### config.mk
export PLATFORM = sky130hd
export DESIGN_NAME = cog_led_driver
export DESIGN_NICKNAME = d
export VERILOG_FILES = /design/src/rtl/cog_led_driver.sv
export SDC_FILE = /design/constraint.sdc
export NUM_CORES = 1
export LEC_CHECK = 0
export ABC_AREA = 0
export CAP_MARGIN = 40
export CELL_PAD_IN_SITES_DETAIL_PLACEMENT = 0
export CELL_PAD_IN_SITES_GLOBAL_PLACEMENT = 1
export CORE_UTILIZATION = 25
export DETAILED_ROUTE_END_ITERATION = 6
export GPL_ROUTABILITY_DRIVEN = 0
export PLACE_DENSITY = 0.58
export SYNTH_ARGS = -nofsm -noshare
export SYNTH_HDL_FRONTEND = slang
export SYNTH_SLANG_ARGS = --single-unit
### constraint.sdc
create_clock -name clock_160 -period 5 [get_ports clock_160]
set_input_delay 1 -clock clock_160 [delete_from_list [all_inputs] [get_ports clock_160]]
set_output_delay 1 -clock clock_160 [all_outputs]
set_load 0.005 [all_outputs]
### src/rtl/cog_led_driver.sv
// Board LED stage for p1v cog activity: synchronises ledg, stretches short runs to a visible
// minimum on-time, and drives active/inactive LED pairs through a global brightness PWM.
module cog_led_driver #(
    parameter int unsigned COGS           = 8,
    parameter int unsigned STRETCH_CYCLES = 16000000,
    parameter int unsigned PWM_BITS       = 8
) (
    input  logic                  clock_160,
    input  logic                  resn,
    input  logic [COGS-1:0]       cogled,
    input  logic [PWM_BITS-1:0]   brightness,
    output logic [2*COGS-1:0]     led,
    output logic [COGS-1:0]       cog_active
);

    localparam int unsigned CntW = (STRETCH_CYCLES == 0) ? 1 : $clog2(STRETCH_CYCLES + 1);
    localparam logic [CntW-1:0] CntLoad = CntW'(STRETCH_CYCLES);

    logic [COGS-1:0]     sync_q;
    logic [COGS-1:0]     s_q;
    logic [CntW-1:0]     cnt_q [COGS];
    logic [CntW-1:0]     cnt_d [COGS];
    logic [PWM_BITS-1:0] pwm_cnt_q;
    logic [PWM_BITS-1:0] pwm_cnt_d;
    logic [PWM_BITS-1:0] bright_q;
    logic [PWM_BITS-1:0] bright_d;
    logic                pwm_on;
    logic [2*COGS-1:0]   led_q;
    logic [2*COGS-1:0]   led_d;

    // cogled is asynchronous to clock_160
    always_ff @(posedge clock_160 or negedge resn) begin
        if (!resn) begin
            sync_q <= '0;
            s_q    <= '0;
        end else begin
            sync_q <= cogled;
            s_q    <= sync_q;
        end
    end

    always_comb begin
        for (int i = 0; i < int'(COGS); i++) begin
            cnt_d[i] = cnt_q[i];
            if (s_q[i]) begin
                cnt_d[i] = CntLoad;
            end else if (cnt_q[i] != '0) begin
                cnt_d[i] = cnt_q[i] - 1'b1;
            end
            cog_active[i] = s_q[i] | (cnt_q[i] != '0);
        end
    end

    always_ff @(posedge clock_160 or negedge resn) begin
        if (!resn) begin
            for (int i = 0; i < int'(COGS); i++) begin
                cnt_q[i] <= '0;
            end
        end else begin
            for (int i = 0; i < int'(COGS); i++) begin
                cnt_q[i] <= cnt_d[i];
            end
        end
    end

    // Brightness is only sampled at the period boundary so no runt pulses appear.
    always_comb begin
        pwm_cnt_d = pwm_cnt_q + 1'b1;
        bright_d  = bright_q;
        if (&pwm_cnt_q) begin
            bright_d = brightness;
        end
        pwm_on = (pwm_cnt_q < bright_q);
    end

    always_ff @(posedge clock_160 or negedge resn) begin
        if (!resn) begin
            pwm_cnt_q <= '0;
            bright_q  <= '0;
        end else begin
            pwm_cnt_q <= pwm_cnt_d;
            bright_q  <= bright_d;
        end
    end

    always_comb begin
        for (int i = 0; i < int'(COGS); i++) begin
            led_d[i]        = ~(cog_active[i] & pwm_on);
            led_d[COGS + i] = ~(~cog_active[i] & pwm_on);
        end
    end

    always_ff @(posedge clock_160 or negedge resn) begin
        if (!resn) begin
            led_q <= '1;
        end else begin
            led_q <= led_d;
        end
    end

    assign led = led_q;

endmodule

== After elaboration in Yosys (flattened, before gate mapping) ==
Cells that the tools add are included.

* Register bits: 240
* Input bits: 18
* Logic and storage cells: 104

* Add/subtract/negate cells: 9
* $lt $le $gt $ge: 1
* Muxes and demuxes: 16
* Bitwise logic cells: 48
* Reduce and logical (&&, ||, !) cells: 17

{| class="wikitable"
|+ Operators by type and width
! cell !! number
|-
| $mux W24 || 16
|-
| $reduce_bool A24 Y1 || 8
|-
| $sub A24 B1 Y24 const B || 8
|-
| $not A1 Y1 || 24
|-
| $and A1 B1 Y1 || 16
|-
| $reduce_bool A2 Y1 || 8
|-
| $add A8 B1 Y8 const B || 1
|-
| $lt A8 B8 Y1 || 1
|-
| $or A1 B1 Y1 || 8
|-
| $reduce_and A8 Y1 || 1
|}

== Depth between registers and ports, before layout ==
Gate-level depths: netlist (run 1).

* Depth after elaboration: 5
* Mapped depth: 9
* Gate-level depth less buffers: 8

== Least setup slack after synthesis (run 1) ==
No wires, ideal clock.

* Path type: register to output
* From: register cnt_q[138] (netlist bit)
* To: output port cog_active[2]
* Arrival time: 2200 ps
* Data required time: 4000 ps
* Setup slack: 1800 ps
* Cell stages (with the launch flop): 7
* Cell sequence: dfrtp_1 or4_4 or4_1 buf_2 nor4_4 buf_2 nand2_1

* Longest elaborated chain between the ends: 2

{| class="wikitable"
|+ Ends and longest elaborated chain
! item !! line !! source
|-
| start: declaration || 21 || <nowiki>logic [CntW-1:0] cnt_q [COGS];</nowiki>
|-
| start signal: indexed assignment || 61 || <nowiki>cnt_q[i] <= cnt_d[i];</nowiki>
|-
| $reduce_bool A24 Y1 || 50 || <nowiki>cog_active[i] = s_q[i] | (cnt_q[i] != '0);</nowiki>
|-
| $or A1 B1 Y1 || 50 ||
|-
| end: declaration || 13 || <nowiki>output logic [COGS-1:0] cog_active</nowiki>
|}

No other way between the ends.

== Worst setup path after layout (run 1) ==
* From: register cnt_q[178] (netlist bit)
* To: output port cog_active[0]

Same word-level chain as after synthesis.

==> results of run 1 <==
registers in the layout, summed over array words and instances (netlist names):
signal	flops
cnt_q	192
led	16
bright_q	8
pwm_cnt_q	8
s_q	8
sync_q	8
layer usage:
metal | GRT usage, % | vias to the layer above
met2 | 17.4 | 87
met3 | 1.92 | 36
met5 | 0 | -
met1 | 15.5 | 4351
li1 | - | 4577
met4 | 2.91 | 0
placed cells by master, fill, tap and decap left out, types with 16 or more instances in the layout:
cell type and n:
dfrtp_1 224, nor2_1 139, xor2_1 68, nand2_1 63, a21oi_1 60, nor4_1 53, nor3_1 48, o21ai_0 48
nand2b_1 45, clkdlybuf4s50_1 40, or4_1 39, or3_1 39, nand3_1 38, xnor2_1 34, clkbuf_16 31, inv_1 29
nand4_1 26, ha_1 24, o31ai_1 23, nor2b_1 20, dfstp_2 16
final timing paths:
| path | from | endpoint | slack, ns | cells after the start |
|---|---|---|---|---|
| setup / recovery | cnt_q[178] | cog_active[0] | 0.73 | 5 |
| hold / removal | sync_q[3] | s_q[3] | 0.35 | 0 |
| setup reg to reg | cnt_q[178] | cnt_q[181] | 2.09 | 5 |
| hold reg to reg | sync_q[3] | s_q[3] | 0.35 | 0 |
| max in group asynchronous | resn | led[8] | 3.41 | 2 |
| min in group asynchronous | resn | sync_q[4] | 0.49 | 1 |
cell usage after synthesis, drive strengths merged, types with 13 or more instances:
master	instances	area share [%]
dfrtp	224	46
nor2	139	4.3
xor2	68	4.9
nand2	63	1.9
a21oi	60	2.5
nor4	56	3.2
nor3	49	2.1
o21ai	49	2.0
clkbuf	48	1.5
nand2b	45	2.3
or4	43	2.8
or3	42	2.2
nand3	38	1.6
xnor2	34	2.4
inv	29	0.89
nand4	26	1.3
ha	24	2.5
o31ai	24	1.5
nor2b	20	1.0
dfstp	16	3.5
a211oi	13	0.80
logic make-up after synthesis:
group,Yosys count,share of synthesized area [%]
and+or+nand+nor,577,26.3
DFF,240,49.5
muxes,14,1.21
xor gates and xnor gates,102,7.34
adders and majority gates,24,2.47
AOI/OAI and AO/OA,199,10.5
buffers and inverters,84,2.75
worst max-delay path, stage by stage (launching register included):
cell,delay [ns]
dfrtp_1,0.41
or4_4,0.56
or4_1,0.61
nor4_4,0.50
nand2b_1,0.17
clkdlybuf4s50_1,0.47
cell type report:
| cell class | count | area (µm²) | area share, % |
|---|---|---|---|
| Inverter | 29 | 109 | 0.759 |
| Clock buffer | 49 | 903 | 6.30 |
| Tap cell | 615 | 769 | 5.36 |
| Multi-Input combinational cell | 916 | 5820 | 40.6 |
| Sequential cell | 240 | 6030 | 42.0 |
| Timing Repair Buffer | 61 | 597 | 4.16 |
| Clock inverter | 8 | 121 | 0.846 |
through the flow:
stage	area, µm²	cells
2_1_floorplan	12200	1240
3_5_place_dp	13300	1861
6_report	14300	1918
3_3_place_gp	13200	1854
5_1_grt	14300	1918
4_1_cts	14300	1918
power breakdown:
part / total [W] / internal, W / switching (W)
combinational: 0.000843 / 0.000357 / 0.000486
sequential: 0.00230 / 0.00211 / 0.000198
clock: 0.00223 / 0.00138 / 0.000851
total: 0.00538 / 0.00385 / 0.00153
==> results.md, run 1 <==
- Status: finished, final reports clean
- CTS Root Cell: clkbuf_16
- CP max FO: 8
- Post-synthesis sequential area ratio: between 40% and 50%
- HP Class: reg -> reg
- Fill cell count: 4,920
- Number of H-tree levels: 1
- Max Slew Vio Count: 0
- Vias in the first global route: just over 9,000
- Die H: between 200 and 250 µm
- Syn Std Cell Area: 12,200 µm²
- Worst-skew pair later-pin latency: ~0.56 ns
- Placed wire-length estimate: 17.4 mm
- Worst hold slack: around 0.35 ns
- N_diodes: 0
- Pre-CTS setup slack: 1.29 ns
- Cts bufs inserted: 31
- Resize count post-CTS: 0
- GRT Overall Usage: between 10% and 20%
- Via density: approximately 4.7
- First-pass GRT wire length: approximately 46 mm
- Final critical-path required period: 4.27 ns
- Final setup TNS: 0 ns
- Met2 wire length: between 10 and 15 mm
- Layout cells sized above 1: 9.29%
- Unique masters post-synth: 67
- Via Count: 9,051
- Die area: 49,600 µm²
- I/O pin count: 42
- Row cnt: 80
- WL/cell: 13.9 µm
- Worst Path Required: 4.00 ns
- Critical Path AT: 3.27 ns
- Remaining DRCs: 0
- Peak VDD IR: 262 µV
- Slew at the pin closest to its max-slew limit: between 0.8 and 0.9 ns
- Max-Slew Margin vs Limit: 40.1%
- Yosys warns: 0
- Die Span X: 223 µm
- Starting density of the core: approximately 25%
- Post-route ant nets: 0
- Post-Syn Instances: between 1,000 and 1,500
- Overall power: around 0.0054 W
- Input/output buffers: 41
- Clock Path Buffers: 3
- Clock Pin Slew Worst Setup and Hold Paths: 0.06 ns
- Setup Fix Bufs, Post-CTS: 0
- Max Clk Rate: 0.234 GHz
- Syn nets: approximately 1,300
- Pin count of the biggest net entering global routing: 108
- 1st-pass router iterations: 4
- Pleak: 5.46 nW
- Register bit total from synthesis: 240
- Final WS setup: between 0.7 and 0.8 ns
- Area of the core: 47,900 µm²
- CP Class: reg -> out
- Final setup vio count: 0
- RSZ-0062 raised after global routing: no
- Clock Skew: around 0.011 ns
- Met1 WL: 13.2 mm
- Top Metal Used: met4
- Critical path capture point type: primary output
- Finished Core Util: 29.9%
- GRT Residual Overflow: 0
- Total Routed Length: 26.6 mm
- Async S/R FF share, synth: 100%
- CTS tree: built
- Syn Area/Cell: 9.82 µm²
- Layout Nets: 1,321
- Most used flip-flop cell after synthesis: dfrtp_1
- Pwr/cell area: between 300 and 400 nW/µm²
- Crit path launch type: flop
- Hold Vio Cnt, Final: 0
- Clock Sinks: 240
- Initial antenna violation count: 0
- Met3 WL: 902 µm
- Initial drt markers: 487
- Post-CTS Hold Fix Bufs: 0
- Syn-to-layout area delta: 17.8%
- Post-synth EDFFs: 0
- Max-Cap Viols: 0
- Final Cycle Share: 85.3%
Power figures use the tool's default switching activity.
==> run 2, diff against run 1 <==
--- a/config.mk
+++ b/config.mk
@@ -9,10 +9,11 @@
 export CAP_MARGIN = 40
 export CELL_PAD_IN_SITES_DETAIL_PLACEMENT = 0
 export CELL_PAD_IN_SITES_GLOBAL_PLACEMENT = 1
-export CORE_UTILIZATION = 25
+export CORE_UTILIZATION = 50
 export DETAILED_ROUTE_END_ITERATION = 6
 export GPL_ROUTABILITY_DRIVEN = 0
-export PLACE_DENSITY = 0.58
+export HOLD_SLACK_MARGIN = 0.02
+export PLACE_DENSITY = 0.93
 export SYNTH_ARGS = -nofsm -noshare
 export SYNTH_HDL_FRONTEND = slang
 export SYNTH_SLANG_ARGS = --single-unit
==> results.md, run 2 (synthesized netlist as in run 1, its figures left out) <==
- Clock Pin Slew Worst Setup and Hold Paths: 0.06 ns (about the same)
- Max-Slew Margin vs Limit: 30.1% (-10 points)
- Area of the core: 23,700 µm² (-51%)
- I/O pin count: 42 (unchanged)
- Cts bufs inserted: 26 (-16%)
- Switch share: 28.5% (-0.053 points)
- Starting density of the core: 51.4% (+26 points)
- Die H: 158 µm (-29%)
- Setup Fix Bufs, Post-CTS: 0 (unchanged)
- Clock Skew: 0.0157 ns (+0.00499 ns)
- Clock Sinks: 240 (unchanged)
- Max reg flops: 192 (unchanged)
- Row cnt: 56 (-30%)
- Resize count post-CTS: 0 (unchanged)
- Hold endpoint: s_q[4]
- Post-CTS Hold Fix Bufs: 0 (unchanged)
- WL/cell: 14.9 µm (+7.2%)
- First-pass GRT wire length: 41.4 mm (-11%)
- Internal: 0.00365 W (-5.2%)
- Total Routed Length: 23.9 mm (-10%)
- Layout Nets: 1,313 (-0.61%)
- Crit path launch type: flop
- Worst reg2reg path depth: 5 (unchanged)
- Hold Path Stages: 0 (unchanged)
- Worst Path Required: 4.00 ns (about the same)
- Initial antenna violation count: 0 (unchanged)
- Combinational share of power: 16.3% (+0.6 points)
- Number of H-tree levels: 1 (unchanged)
- Die Span X: 158 µm (-29%)
- Status: finished, final reports clean
- Critical path capture point type: primary output
- Layout cells sized above 1: 9.06% (-0.22 points)
- Final setup TNS: 0 ns (unchanged)
- Pin count of the biggest net entering global routing: 137 (+27%)
- RSZ-0062 raised after global routing: no
- GRT Overall Usage: 20.0% (+8.9 points)
- Post-route ant nets: 0 (unchanged)
- N_diodes: 0 (unchanged)
- Sequential power share: 45.3% (+2.5 points)
- Hold Path Origin: sync_q[4]
- Peak VDD IR: 285 µV (+8.5%)
- Pwr/cell area: 369 nW/µm² (-1.5%)
- Max-Cap Viols: 0 (unchanged)
- RR Startpoint: cnt_q[178]
- FF-to-FF End: cnt_q[181]
- Most frequent cells in the layout: dfrtp_1 (224), nor2_1 (139), xor2_1 (68)
- HP Class: reg -> reg
- Die area: 25,000 µm² (-50%)
- CTS Root Cell: clkbuf_16
- Syn-to-layout area delta: 13.4%
- Worst R2R Setup Slack: 2.12 ns (+0.03 ns)
- Final Cycle Share: 85.2% (-0.15 points)
- Placed wire-length estimate: 15.6 mm (-10%)
- Final setup vio count: 0 (unchanged)
- Remaining DRCs: 0 (unchanged)
- Vias in the first global route: 8,828 (-2.7%)
- Worst-skew pair later-pin latency: 0.53 ns (-0.03 ns)
- Commonest non-fill, non-tap cell in the layout: dfrtp_1
- Initial drt markers: 484 (-0.62%)
- CTS tree: built
- Psw: 0.00145 W (-5.4%)
- Register area: 6030 µm² (unchanged)
- Area of the multi-input gates: 5820 µm² (unchanged)
- GRT Residual Overflow: 0 (unchanged)
- Fill cell count: 2,086 (-58%)
- Final critical-path required period: 4.26 ns (-0.00761 ns)
- Via density: 5.69 (+21%)
- 1st-pass router iterations: 4 (unchanged)
- Via Count: 9,160 (+1.2%)
- Finished Core Util: 58.3% (+28 points)
- Critical Path AT: 3.26 ns (about the same)
- CP Class: reg -> out
- Hold Vio Cnt, Final: 0 (unchanged)
- Clock Path Buffers: 3 (unchanged)
- Largest register by flop count: cnt_q
- Input/output buffers: 41 (unchanged)
- Max Clk Rate: 0.235 GHz (+0.18%)
- Clk pwr share: 38.4% (-3.1 points)
- Max Slew Vio Count: 0 (unchanged)
- Pleak: 5.36 nW (-1.7%)
- CP max FO: 8 (unchanged)
- Slew at the pin closest to its max-slew limit: 1.05 ns (+0.150 ns)
[run 2: cell types whose count changed in the layout (fill, tap and decap cells not counted), sizes merged]
cell,previous run,this run
buf,20,15
clkinvlp,1,4
bufinv,3,2
inv,30,29
clkinv,3,5
clkbuf,49,38
clkdlybuf4s18,1,2
[run 2: final cells by class]
type,count,area share (%)
Sequential cell,240,43.6
Multi-Input combinational cell,916,42.1
Clock buffer,37,5.67
Timing Repair Buffer,58,4.02
Tap cell,319,2.89
Clock inverter,11,0.834
Inverter,29,0.788
[run 2: worst max-delay path by stage]
stage / start / endpoint / slack, ns
2_1_floorplan: cnt_q[138] / cog_active[2] / 1.80
3_5_place_dp: cnt_q[178] / cog_active[0] / 1.30
3_3_place_gp: cnt_q[178] / cog_active[0] / 1.39
4_1_cts: cnt_q[178] / cog_active[0] / 0.72
5_1_grt: cnt_q[184] / cog_active[0] / 0.50
6_report: cnt_q[178] / cog_active[0] / 0.74
[run 2: power groups by stage]
stage          clock [W]  sequential (W)  combinational (W)
2_1_floorplan          0         0.00227           0.000672
4_1_cts          0.00201         0.00231           0.000833
6_report         0.00196         0.00231           0.000829
5_1_grt          0.00210         0.00234           0.000944
3_5_place_dp           0         0.00234           0.000827
3_3_place_gp           0         0.00233           0.000802
[run 2: per-layer routing]
metal	share of wire (%)	vias up	track usage (%)
li1	-	4550	-
met1	49	4466	27.6
met2	47	116	33.2
met3	3.3	28	3.07
met4	1.3	0	4.49
met5	0	-	0
[run 2: worst max-delay path, cell delays in order (launching register included)]
cell and delay, ns:
dfrtp_1 0.42, or4_4 0.56, or4_1 0.60, nor4_4 0.51
nand2b_1 0.17, clkdlybuf4s50_1 0.47
[run 2: per-stage QoR]
step / std cells / hold WS, ns / setup WS, ns / area [µm²] / total power (W)
after floorplan: 1240 / 0.331 / 1.80 / 12200 / 0.00294
after global placement: 1555 / 0.331 / 1.39 / 12900 / 0.00313
after detailed placement: 1561 / 0.336 / 1.30 / 12900 / 0.00316
after CTS: 1609 / 0.352 / 0.718 / 13800 / 0.00516
after global routing: 1610 / 0.357 / 0.497 / 13800 / 0.00538
final: 1610 / 0.350 / 0.741 / 13800 / 0.00510
